## src/rtl/qpu_exu_longpwbck_mc.sv

```systemverilog
// qpu_exu_longpwbck_mc
//   Long-pipe write-back arbiter. Several long-latency units (channels) each
//   present a result tagged with the OITF itag it belongs to. Only the channel
//   whose itag equals the oldest OITF entry may retire, so results leave in
//   program order. A retiring entry that writes a register is staged in a
//   one-deep output register towards the final write-back stage; an entry
//   with no destination retires without touching that register.
//
// Ports
//   clk, rst            : clock, synchronous active-high reset
//   ch_valid/ch_ready   : per-channel handshake (NCH bits)
//   ch_data             : per-channel result, channel i at [i*DW +: DW]
//   ch_itag             : per-channel OITF itag, channel i at [i*TW +: TW]
//   oitf_empty          : OITF holds no entry
//   oitf_ret_ptr        : itag of the oldest OITF entry
//   oitf_ret_rdidx      : destination register of the oldest entry
//   oitf_ret_rdwen      : oldest entry writes a register
//   oitf_ret_ena        : retire the oldest entry this cycle
//   longp_wbck_o_*      : registered write-back towards final wbck
//   collide_err         : sticky, two channels claimed the same retire slot
//   stall_cnt           : saturating count of output-blocked cycles

`ifndef QPU_XLEN
`define QPU_XLEN 32
`endif
`ifndef QPU_RFIDX_REAL_WIDTH
`define QPU_RFIDX_REAL_WIDTH 5
`endif

module qpu_exu_longpwbck_mc #(
  parameter int NCH = 2,
  parameter int DW  = `QPU_XLEN,
  parameter int RW  = `QPU_RFIDX_REAL_WIDTH,
  parameter int TW  = 2
) (
  input  logic              clk,
  input  logic              rst,
  input  logic [NCH-1:0]    ch_valid,
  output logic [NCH-1:0]    ch_ready,
  input  logic [NCH*DW-1:0] ch_data,
  input  logic [NCH*TW-1:0] ch_itag,
  input  logic              oitf_empty,
  input  logic [TW-1:0]     oitf_ret_ptr,
  input  logic [RW-1:0]     oitf_ret_rdidx,
  input  logic              oitf_ret_rdwen,
  output logic              oitf_ret_ena,
  output logic              longp_wbck_o_valid,
  input  logic              longp_wbck_o_ready,
  output logic [DW-1:0]     longp_wbck_o_data,
  output logic [RW-1:0]     longp_wbck_o_rdidx,
  output logic              collide_err,
  output logic [15:0]       stall_cnt
);

  logic [NCH-1:0] w_match;
  logic           w_sel_vld;
  logic [DW-1:0]  w_sel_data;
  logic [NCH-1:0] w_sel_onehot;
  logic [3:0]     w_match_cnt;
  logic           w_multi;
  logic           w_out_free;
  logic           w_can_take;
  logic           w_accept;
  logic           w_stall;

  logic           r_valid;
  logic [DW-1:0]  r_data;
  logic [RW-1:0]  r_rdidx;
  logic           r_collide;
  logic [15:0]    r_stall_cnt;

  // Only the channel holding the oldest itag may retire.
  always_comb begin
    w_match = '0;
    for (int unsigned i = 0; i < NCH; i++) begin
      w_match[i] = ch_valid[i] & (ch_itag[i*TW +: TW] == oitf_ret_ptr) & ~oitf_empty;
    end
  end

  // Scan from the top down so the lowest-index match is the last one written.
  always_comb begin
    w_sel_onehot = '0;
    w_sel_data   = '0;
    w_match_cnt  = '0;
    for (int unsigned k = 0; k < NCH; k++) begin
      if (w_match[NCH-1-k]) begin
        w_sel_onehot = '0;
        w_sel_onehot[NCH-1-k] = 1'b1;
        w_sel_data   = ch_data[(NCH-1-k)*DW +: DW];
        w_match_cnt  = w_match_cnt + 4'd1;
      end
    end
  end

  assign w_sel_vld  = |w_match;
  assign w_multi    = (w_match_cnt > 4'd1);
  assign w_out_free = ~r_valid | longp_wbck_o_ready;
  // Entries without a destination never wait for the output register.
  assign w_can_take = (oitf_ret_rdwen ? w_out_free : 1'b1) & ~rst;
  assign w_accept   = w_sel_vld & w_can_take;
  assign w_stall    = w_sel_vld & oitf_ret_rdwen & ~w_out_free;

  assign ch_ready     = w_can_take ? w_sel_onehot : '0;
  assign oitf_ret_ena = w_accept;

  always_ff @(posedge clk) begin
    if (rst) begin
      r_valid     <= 1'b0;
      r_data      <= '0;
      r_rdidx     <= '0;
      r_collide   <= 1'b0;
      r_stall_cnt <= '0;
    end else begin
      // A load in the same cycle as a drain keeps valid high: one word/cycle.
      if (w_accept & oitf_ret_rdwen) begin
        r_valid <= 1'b1;
        r_data  <= w_sel_data;
        r_rdidx <= oitf_ret_rdidx;
      end else if (r_valid & longp_wbck_o_ready) begin
        r_valid <= 1'b0;
      end
      if (w_multi) begin
        r_collide <= 1'b1;
      end
      if (w_stall && (r_stall_cnt != '1)) begin
        r_stall_cnt <= r_stall_cnt + 16'd1;
      end
    end
  end

  assign longp_wbck_o_valid = r_valid;
  assign longp_wbck_o_data  = r_data;
  assign longp_wbck_o_rdidx = r_rdidx;
  assign collide_err        = r_collide;
  assign stall_cnt          = r_stall_cnt;

endmodule

```

## config.mk

```make
export PLATFORM = sky130hd
export DESIGN_NAME = qpu_exu_longpwbck_mc
export DESIGN_NICKNAME = d
export VERILOG_FILES = /design/src/rtl/qpu_exu_longpwbck_mc.sv
export SDC_FILE = /design/constraint.sdc
export NUM_CORES = 1
export LEC_CHECK = 0
export ABC_CLOCK_PERIOD_IN_PS = 5600
export BUFFER_PORTS_ARGS = -buffer_cell sky130_fd_sc_hd__buf_2
export CORE_UTILIZATION = 47
export CTS_CLUSTER_DIAMETER = 150
export DETAILED_ROUTE_END_ITERATION = 7
export HOLD_SLACK_MARGIN = 0.03
export PLACE_DENSITY = 0.85
export SYNTH_ARGS = -nofsm -noshare
export SYNTH_HDL_FRONTEND = slang
export SYNTH_SLANG_ARGS = --single-unit
```

## constraint.sdc

```tcl
create_clock -name clk -period 5.6 [get_ports clk]
set_clock_uncertainty 0.2 [all_clocks]
set_input_delay 0.56 -clock clk [delete_from_list [all_inputs] [get_ports clk]]
set_output_delay 0.56 -clock clk [all_outputs]
set_load 0.005 [all_outputs]
```

==> results.toml, run 1 <==
[status]
status = "completed"

[synth]
ys_types = 31
synth-simple-area-share_pct = 25.95
synthesis.area_sq_mm = 0.002435
synthCells = 280
synth_top_family_by_area = "simple AND/OR/NAND/NOR gates"
synth_fp_nets = 363
synth_seq_cells = 55
post_synth_xor_area_fraction_pct = 2.158
synth_mux_area_share_pct = 0.8736
synth_compound_area_share_pct = 19.89
synth-warning-count = 0
proportion_of_synthesized_chip_area_in_sequential_cells_pct = 45.22
syn-mean-instance-area_sq_um = 8.696
synthAdderAreaFrac_pct = 0.5139

[power_and_ir_drop]
switching_power_uw = 166.1
cell_internal_pwr_uw = 614.4
ir_drop_worst_vdd_mv = 0.1762
cellLeakagePower_uw = 0.001520
comb_power_share_pct = 10.0
power.clock.fraction_pct = 38.5
powerDensity_mw_per_mm2 = 239.8
swShare_pct = 21.28
pwr-share-seq_pct = 51.5

[critical_path]
critical_path_required_ps = 4840
critical_path.endpoint_type = "output pin"
crit_arrival_ps = 2610
startpoint_type = "primary input"
path_type_of_the_worst_setup_path = "primary input to output pin"
path_max_fanout = 24

[sta]
final_worst_path_cycle_share_pct = 60.16
timing.hold.ws_ps = 263.2
final_hold_violation_count = 0
finalWorstPathRequiredPeriod_ps = 3369
max_slew.worst_pin.slew_ps = 1079
maxSlewHeadroom_pct = 28.09
drv_slew = 0
report.final.setup_viol = 0
maxClockFrequency_mhz = 296.8
totalNegativeSetupSlack_ps = 0
grt_setup_unrepaired = "no"

[floorplan]
floorplan.die.height_um = 73.98
die_width_um = 73.98
coreArea_sq_mm = 0.004848
die_area_sq_mm = 0.005472
top_level_ports = 140
num_rows = 25
initial_core_util_pct = 50.22

[clock_tree]
cts_inserted_buffers = 5
clk_latency_ps = 300
cts_max_level = 2
clock-sinks = 55
cts_setup_buffers = 0
cts_resized = 0
clock_tree.buffer_depth = 2
ctsHoldBuffers = 0
root_buffer = "sky130_fd_sc_hd__clkbuf_8"
tritoncts = "yes"
worst_setup_hold_path_clk_slew_ps = 100

[drt]
detail-route-antenna-nets = 0
first_iter_violations = 167
drc = 0
route.vias.total = 2578
avgViaCountPerCell = 5.439
drt_first_pass_iters = 5
average_wire_per_standard_cell_um = 14.29
route.final.wire_length_mm = 6.773

[cells_and_area]
layout-drive-gt1-share_pct = 38.08
area_grow_syn2layout_pct = 33.71
antenna_cells_inserted = 0
num-nets-final = 489
finish.instance_area_sq_mm = 0.003256

[placement]
place_congestion = 0.8013
placed_area_sq_mm = 0.003123
hpwl_mm = 4.975
io_buffers = 139

[worst_hold_path]
hp-class = "register to register"

[global_routing]
grt_start_max_net_pins = 58
grt_util_all_layers_pct = 24.14
grt_first_pass_wirelength_mm = 10.29
first_global_vias = 2284
antenna_found_initial = 0
grt_remaining_overflow = 0

[flow_run]
cap_violations = 0
==> cell usage after synthesis <==
library cell	number	area, sq um
sky130_fd_sc_hd__o211a_1	1	10.01
sky130_fd_sc_hd__buf_2	6	30.03
sky130_fd_sc_hd__o211ai_1	1	7.510
sky130_fd_sc_hd__o221ai_2	1	15.01
sky130_fd_sc_hd__nor2_1	38	142.6
sky130_fd_sc_hd__and4_1	2	17.52
sky130_fd_sc_hd__mux2i_1	1	10.01
sky130_fd_sc_hd__and3_1	3	18.77
sky130_fd_sc_hd__ha_1	1	12.51
sky130_fd_sc_hd__o21ai_0	12	60.06
sky130_fd_sc_hd__nand3_1	4	20.02
sky130_fd_sc_hd__o21a_1	1	7.510
sky130_fd_sc_hd__and3b_1	1	8.760
sky130_fd_sc_hd__or3_1	12	75.07
sky130_fd_sc_hd__nand4_1	6	37.54
sky130_fd_sc_hd__and2_1	5	31.28
sky130_fd_sc_hd__nor2b_1	2	12.51
sky130_fd_sc_hd__clkbuf_1	12	45.04
sky130_fd_sc_hd__buf_4	5	37.54
sky130_fd_sc_hd__nor4b_4	2	47.55
sky130_fd_sc_hd__buf_6	1	11.26
sky130_fd_sc_hd__xor2_1	6	52.55
sky130_fd_sc_hd__nand2b_1	1	6.260
sky130_fd_sc_hd__mux2_2	1	11.26
sky130_fd_sc_hd__dfxtp_1	55	1101
sky130_fd_sc_hd__a221oi_1	32	280.3
sky130_fd_sc_hd__nor3_1	33	165.2
sky130_fd_sc_hd__nand2_1	13	48.80
sky130_fd_sc_hd__o2111ai_1	1	8.760
sky130_fd_sc_hd__a21oi_1	19	95.09
sky130_fd_sc_hd__inv_1	2	7.510
==> worst max-delay path: stages <==
cell and delay [ps]:
sky130_fd_sc_hd__buf_2 110, sky130_fd_sc_hd__xor2_1 180, sky130_fd_sc_hd__nor4b_4 880, sky130_fd_sc_hd__nor2b_2 260, sky130_fd_sc_hd__buf_4 300, sky130_fd_sc_hd__and2_1 180, sky130_fd_sc_hd__buf_2 120
==> path summary, 6_finish.rpt <==
| path | cells past startpoint | start | slack, ps | end |
|---|---|---|---|---|
| setup / recovery | 7 | oitf_ret_ptr[1] | 2230 | ch_ready[1] |
| setup reg to reg | 6 | stall_cnt[0] | 3090 | stall_cnt[9] |
| hold / removal | 2 | longp_wbck_o_rdidx[4] | 260 | longp_wbck_o_rdidx[4] |
| hold reg to reg | 2 | longp_wbck_o_rdidx[4] | 260 | longp_wbck_o_rdidx[4] |
==> cells by family (layout without fill, tap and decap cells) <==
group,count (synthesis),in the layout
buf+inv,26,153
simple gates,122,122
mux,2,2
flops,55,55
xor+xnor,6,6
fa+ha+maj,1,1
compound gates,68,68
==> layout by cell type, fill, tap and decap left out <==
master / netlist / layout
sky130_fd_sc_hd__and3b_1: 1 / 1
sky130_fd_sc_hd__bufinv_16: 0 / 2
sky130_fd_sc_hd__o21ai_0: 12 / 12
sky130_fd_sc_hd__clkbuf_1: 12 / 1
sky130_fd_sc_hd__nand2_1: 13 / 13
sky130_fd_sc_hd__nor2_1: 38 / 38
sky130_fd_sc_hd__o211a_1: 1 / 1
sky130_fd_sc_hd__inv_1: 2 / 2
sky130_fd_sc_hd__buf_2: 6 / 139
sky130_fd_sc_hd__o221ai_2: 1 / 1
sky130_fd_sc_hd__and2_1: 5 / 5
sky130_fd_sc_hd__clkbuf_8: 0 / 5
sky130_fd_sc_hd__nand4_1: 6 / 6
sky130_fd_sc_hd__and3_1: 3 / 3
sky130_fd_sc_hd__dfxtp_1: 55 / 55
sky130_fd_sc_hd__nand2b_1: 1 / 1
sky130_fd_sc_hd__and4_1: 2 / 2
sky130_fd_sc_hd__o2111ai_1: 1 / 1
sky130_fd_sc_hd__nor4b_4: 2 / 2
sky130_fd_sc_hd__buf_4: 5 / 4
sky130_fd_sc_hd__nand3_1: 4 / 4
sky130_fd_sc_hd__a221oi_1: 32 / 32
sky130_fd_sc_hd__a21oi_1: 19 / 19
sky130_fd_sc_hd__o211ai_1: 1 / 1
sky130_fd_sc_hd__ha_1: 1 / 1
sky130_fd_sc_hd__nor2b_2: 0 / 1
sky130_fd_sc_hd__mux2i_1: 1 / 1
sky130_fd_sc_hd__nor2b_1: 2 / 1
sky130_fd_sc_hd__o21a_1: 1 / 1
sky130_fd_sc_hd__xor2_1: 6 / 6
sky130_fd_sc_hd__or3_1: 12 / 12
sky130_fd_sc_hd__nor3_1: 33 / 33
sky130_fd_sc_hd__mux2_2: 1 / 1
==> per-stage QoR <==
step | power (uW) | setup slack [ps] | instances | utilization, %
6_report | 780.5 | 2231 | 474 | 67.15
5_1_grt | 811.0 | 2023 | 474 | 67.15
4_1_cts | 785.6 | 2185 | 474 | 67.15
3_5_place_dp | 488.8 | 2178 | 466 | 64.41
3_3_place_gp | 486.6 | 2296 | 466 | 64.41
2_1_floorplan | 445.7 | 3109 | 280 | -
==> registers in the layout, summed over array words and instances, names as in the netlist <==
signal	flops
longp_wbck_o_data	32
longp_wbck_o_rdidx	5
collide_err	1
stall_cnt	16
longp_wbck_o_valid	1
==> area by class of cell <==
| type | count | area (sq um) |
|---|---|---|
| fill | 419 | 1593 |
| multi-input combinational | 199 | 1205 |
| sequential | 55 | 1101 |
| timing repair buffer | 143 | 725.7 |
| tap | 67 | 83.83 |
| clock buffer | 6 | 72.57 |
| clock inverter | 2 | 60.06 |
| inverter | 2 | 7.507 |
==> metal layers <==
metal  global-route usage (%)  share of wire, %
met5                        0                 0
met1                    30.55                42
met3                    4.201               5.1
met2                    41.52                52
met4                    8.333              0.80
==> power by group through the flow <==
| stage | clock network (uW) | logic (uW) | registers (uW) |
|---|---|---|---|
| floorplan | 0 | 34.0 | 412 |
| global placement | 0 | 75.7 | 411 |
| detailed placement | 0 | 77.8 | 411 |
| CTS | 305 | 78.2 | 402 |
| global route | 322 | 85.7 | 403 |
| finish | 301 | 77.9 | 402 |
No activity file was read; power rests on OpenSTA's default activity.
==> inputs of run 2 (changes only) <==
Settings changed: ABC_AREA set to 1, ABC_CLOCK_PERIOD_IN_PS 5600 to 2980, CORE_UTILIZATION 47 to 43, PLACE_DENSITY 0.85 to 0.77.
Clock period 5.6 ns to 2.98 ns, I/O delays scaled along.
==> run 2 against run 1 <==
Against the previous run: hold slack worse by 210 ps; worst setup slack lost 1500 ps; sequential share of layout area is 6.4 points lower.
==> results.toml, run 2 <==
[floorplan]
top_level_ports = 140
die_area_sq_mm = 0.007786
coreArea_sq_mm = 0.007214
die_width_um = 88.24
num_rows = 31
initial_core_util_pct = 44.33
floorplan.die.height_um = 88.24

[sta]
maxSlewHeadroom_pct = 53.20
max_slew.worst_pin.slew_ps = 702.0
report.final.setup_viol = 0
drv_slew = 0
maxClockFrequency_mhz = 441.0
final_hold_violation_count = 0
finalWorstPathRequiredPeriod_ps = 2268
totalNegativeSetupSlack_ps = 0
grt_setup_unrepaired = "no"
final_worst_path_cycle_share_pct = 76.09

[critical_path]
crit_arrival_ps = 2320
startpoint_type = "register"
critical_path.endpoint_type = "register"
path_max_fanout = 17
path_type_of_the_worst_setup_path = "register to register"
critical_path_required_ps = 3030

[clock_tree]
cts_setup_buffers = 0
tritoncts = "yes"
worst_setup_hold_path_clk_slew_ps = 100
clk_latency_ps = 310
cts_max_level = 2
clock_tree.buffer_depth = 2
ctsHoldBuffers = 0
cts_inserted_buffers = 5
cts_resized = 0
root_buffer = "sky130_fd_sc_hd__clkbuf_8"
clock-sinks = 55

[drt]
average_wire_per_standard_cell_um = 11.40
route.vias.total = 3691
avgViaCountPerCell = 4.825
detail-route-antenna-nets = 0
drc = 0
route.final.wire_length_mm = 8.721
drt_first_pass_iters = 4
first_iter_violations = 125

[synth]
synth-warning-count = 0
synth_enable_flop_cells = 0
netlist_top_cells_area = "sky130_fd_sc_hd__dfxtp_1 34%, sky130_fd_sc_hd__nand2_1 24%, sky130_fd_sc_hd__nor2_1 10%, sky130_fd_sc_hd__nand3_1 9.5%, sky130_fd_sc_hd__inv_1 6.1%"
synth_largest_area_cell = "sky130_fd_sc_hd__dfxtp_1"
synthCells = 540
synth_seq_cells = 55
synth_fp_nets = 623
synth_flop_cell = "sky130_fd_sc_hd__dfxtp_1"
synth.most_common_cell = "sky130_fd_sc_hd__nand2_1"
syn-mean-instance-area_sq_um = 5.922
ys_types = 24
proportion_of_synthesized_chip_area_in_sequential_cells_pct = 34.43
synthTopCellsByCount = "201 x sky130_fd_sc_hd__nand2_1, 85 x sky130_fd_sc_hd__nor2_1, 61 x sky130_fd_sc_hd__nand3_1, 55 x sky130_fd_sc_hd__dfxtp_1, 52 x sky130_fd_sc_hd__inv_1"
asyncSetResetFlopFracSynth_pct = 0
synth_top_area_share_pct = 34.43
synthesis.area_sq_mm = 0.003198

[worst_hold_path]
hp-class = "primary input to register"

[cells_and_area]
num-nets-final = 750
layout-drive-gt1-share_pct = 24.77
finish.instance_area_sq_mm = 0.004013
antenna_cells_inserted = 0
mostFrequentLayoutCells = "201 x sky130_fd_sc_hd__nand2_1, 139 x sky130_fd_sc_hd__buf_2, 85 x sky130_fd_sc_hd__nor2_1, 61 x sky130_fd_sc_hd__nand3_1, 55 x sky130_fd_sc_hd__dfxtp_1"
fillerInstances = 742
layout.cells.most_common = "sky130_fd_sc_hd__nand2_1"
largest_register_ff_count = 32
area_grow_syn2layout_pct = 25.47

[global_routing]
grt_util_all_layers_pct = 22.14
grt_remaining_overflow = 0
grt_start_max_net_pins = 71
grt_first_pass_wirelength_mm = 13.69
first_global_vias = 3262
antenna_found_initial = 0

[placement]
io_buffers = 139
place_congestion = 0.8710
placed_area_sq_mm = 0.003940
hpwl_mm = 6.385

[power_and_ir_drop]
powerDensity_mw_per_mm2 = 335.8
cellLeakagePower_uw = 0.002227
fin_total_pwr_uw = 1347
ir_drop_worst_vdd_mv = 0.1711

[flow_run]
cap_violations = 0

[status]
status = "completed"
[run 2: changes by cell type after synthesis, sizes merged, moves of 12 or more]
| cell | before | now |
|---|---|---|
| nand2 | 13 | 203 |
| nand3 | 4 | 63 |
| inv | 2 | 57 |
| nor2 | 38 | 91 |
| a221oi | 32 | 0 |
| nor3 | 33 | 1 |
| or3 | 12 | 0 |
[run 2: path summary, 6_finish.rpt]
kind                                            start  depth (start not counted)                    end  slack, ps
worst max-delay path                     stall_cnt[0]                          7           stall_cnt[7]        710
worst min-delay path                oitf_ret_rdidx[1]                          3  longp_wbck_o_rdidx[1]         50
worst max register to register           stall_cnt[0]                          7           stall_cnt[7]        710
worst min register to register  longp_wbck_o_rdidx[1]                          2  longp_wbck_o_rdidx[1]        270
[run 2: area by class of cell]
class	instances	area (sq um)	area share, %
clock buffers	6	72.57	1.809
inverters	57	214.0	5.332
multi-input cells	404	1768	44.06
flip-flops and latches	55	1101	27.44
well taps	99	123.9	3.087
repair buffers	144	733.2	18.27
[run 2: metrics by stage]
stage | hold WS, ps | cells | util [%] | worst slack [ps]
2_1_floorplan | 167.1 | 540 | - | 1194
3_3_place_gp | 246.4 | 759 | 54.61 | 858.3
3_5_place_dp | 261.9 | 759 | 54.61 | 751.6
4_1_cts | 49.10 | 765 | 55.62 | 714.2
5_1_grt | 64.44 | 765 | 55.62 | 535.0
6_report | 52.88 | 765 | 55.62 | 712.4
[run 2: cells by family after synthesis]
group	after synthesis	share of synthesized area (%)
simple gates	372	49.57
buf+inv	81	10.29
flops	55	34.43
compound gates	27	4.225
xor+xnor	4	1.096
fa+ha+maj	1	0.3912
[run 2: report_power, final]
| part | switching, uW | internal (uW) | total (uW) |
|---|---|---|---|
| logic | 109 | 83.2 | 192 |
| registers | 7.83 | 750 | 758 |
| clock network | 239 | 158 | 397 |
| total | 356 | 991 | 1350 |
[run 2: per-layer routing]
metal  wire length [um]  vias to the layer above  global-route usage [%]
met5                  0                        -                       0
met4                121                        0                   7.918
met3                439                       11                   5.690
met2               4397                      103                   39.86
met1               3762                     1656                   25.24
li1                   -                     1921                       -
[run 2: critical path: stages (launching register included)]
cell,delay [ps]
sky130_fd_sc_hd__dfxtp_1,470
sky130_fd_sc_hd__ha_1,300
sky130_fd_sc_hd__nand2_1,150
sky130_fd_sc_hd__nor2_4,200
sky130_fd_sc_hd__nand4_4,260
sky130_fd_sc_hd__nand3_2,360
sky130_fd_sc_hd__nand2_1,100
sky130_fd_sc_hd__a21oi_1,150
==> inputs of run 3 (changes only) <==
Settings changed: ABC_CLOCK_PERIOD_IN_PS 2980 to 2100, CORE_UTILIZATION 43 to 48, PLACE_DENSITY 0.77 to 0.81.
Clock period 2.98 ns to 2.1 ns, I/O delays scaled along.
==> run 3 against run 2 <==
Against the previous run: clock power up 42%; count of clock-buffer cells in the layout up 1; sequential power up 42%; die area down 10%; wire length up 2.7%; via count up 2.0%; critical path depth unchanged.
==> results.toml, run 3 (same netlist as run 2, synthesis figures left out) <==
[global_routing]
grt_busiest_layer = "met2"
first_global_vias = 3496
gr-usage-met2_pct = 44.86
grt_util_all_layers_pct = 26.10
global_route.usage.met3_pct = 4.847
grt_remaining_overflow = 0
global_route.usage.met1_pct = 32.26
antenna_found_initial = 0
grt_start_max_net_pins = 43
grt_first_pass_wirelength_mm = 15.31

[critical_path]
regToRegStartpoint = "stall_cnt[0]"
path_type_of_the_worst_setup_path = "primary input to output pin"
path_max_fanout = 6
crit_path_start = "longp_wbck_o_ready"
critical_path_required_ps = 1690
startpoint_type = "primary input"
crit_arrival_ps = 1610
critical_path.endpoint_type = "output pin"

[sta]
grt_setup_unrepaired = "yes"
drv_slew = 0
finalWorstPathRequiredPeriod_ps = 2018
maxSlewHeadroom_pct = 77.63
report.final.setup_viol = 0
final_worst_path_cycle_share_pct = 96.09
maxClockFrequency_mhz = 495.6
final_hold_violation_count = 0
timing.hold.ws_ps = 34.87
max_slew.worst_pin.slew_ps = 334.3
final_critical_path_setup_slack_ps = 82.19
totalNegativeSetupSlack_ps = 0

[floorplan]
coreArea_sq_mm = 0.006386
die_width_um = 83.63
floorplan.die.height_um = 83.63
die_area_sq_mm = 0.006993
initial_core_util_pct = 50.08
num_rows = 29
top_level_ports = 140

[cells_and_area]
layout.cells.most_common = "sky130_fd_sc_hd__nand2_1"
layout-drive-gt1-share_pct = 24.89
postLayoutCoreUtil_pct = 65.50
ff_latch_area_sq_mm = 0.001101
multi_input_area_sq_mm = 0.001775
antenna_cells_inserted = 0
fillerInstances = 634
area_grow_syn2layout_pct = 30.79
num-nets-final = 769
mostFrequentLayoutCells = "201 x sky130_fd_sc_hd__nand2_1, 139 x sky130_fd_sc_hd__buf_2, 85 x sky130_fd_sc_hd__nor2_1, 61 x sky130_fd_sc_hd__nand3_1, 55 x sky130_fd_sc_hd__dfxtp_1"
largest_register_ff_count = 32

[placement]
hpwl_mm = 6.554
place_congestion = 0.8554
pre_cts_slack_ps = 133.7
io_buffers = 139

[clock_tree]
cts_max_level = 2
clock_tree.buffer_depth = 2
tritoncts = "yes"
root_buffer = "sky130_fd_sc_hd__clkbuf_8"
cts_setup_buffers = 0
cts_inserted_buffers = 5
clk_latency_ps = 300
clock-sinks = 55
worst_setup_hold_path_clk_slew_ps = 90

[flow_run]
cap_violations = 0

[drt]
detail-route-antenna-nets = 0
route.final.wire_length_mm = 8.954
drc = 0
avgViaCountPerCell = 4.925
drt_first_pass_iters = 4
first_iter_violations = 171
route.vias.total = 3763
average_wire_per_standard_cell_um = 11.72

[power_and_ir_drop]
ir_drop_worst_vdd_mv = 0.3798
fin_total_pwr_uw = 1938
powerDensity_mw_per_mm2 = 463.3
cellLeakagePower_uw = 0.002315

[status]
status = "completed"

[worst_hold_path]
critical_hold_path_startpoint = "ch_data[11]"
hp-class = "primary input to register"
==> run 3: critical path: stages <==
cell and delay (ps):
sky130_fd_sc_hd__dlygate4sd3_1 520, sky130_fd_sc_hd__buf_2 90, sky130_fd_sc_hd__inv_1 40, sky130_fd_sc_hd__nand3_1 150
sky130_fd_sc_hd__nand2_1 170, sky130_fd_sc_hd__nor2_2 270, sky130_fd_sc_hd__buf_2 160
==> run 3: cell type report <==
cell class / instances / area share, %
sequential: 55 / 26.32
clock inverter: 1 / 0.1197
tap: 77 / 2.303
timing repair buffer: 163 / 21.87
clock buffer: 7 / 1.825
inverter: 57 / 5.115
multi-input combinational: 404 / 42.45
==> run 3: where the power goes <==
part | internal [uW] | switching, uW
Sequential | 1060 | 11.2
Clock | 235 | 330
Combinational | 137 | 161
==> run 3: worst paths after layout <==
| check | endpoint | slack [ps] | cells past startpoint |
|---|---|---|---|
| worst max register to register | stall_cnt[7] | 190 | 7 |
| worst max-delay path | oitf_ret_ena | 80 | 7 |
| worst min register to register | longp_wbck_o_rdidx[3] | 270 | 2 |
| worst min-delay path | longp_wbck_o_data[11] | 30 | 5 |
==> run 3: timing repair <==
| action | 4_1_cts | 5_1_grt |
|---|---|---|
| resized for setup | 0 | 2 |
| setup endpoints to repair | 0 | 31 |
| hold buffers | 14 | 0 |
| endpoints found under the hold margin | 14 | 0 |
==> run 3: layer usage <==
metal  part of all wire (%)  vias up  wire length [um]
met5                      0        -                 0
met4                    2.6        0               231
met3                    6.8       19               608
met2                     48      130              4292
met1                     43     1653              3820
li1                       -     1961                 -
==> run 3: metrics by stage <==
stage          cell area [sq um]  cells
2_1_floorplan               3198    540
3_3_place_gp                3950    742
3_5_place_dp                3950    742
4_1_cts                     4172    764
5_1_grt                     4183    764
6_report                    4183    764
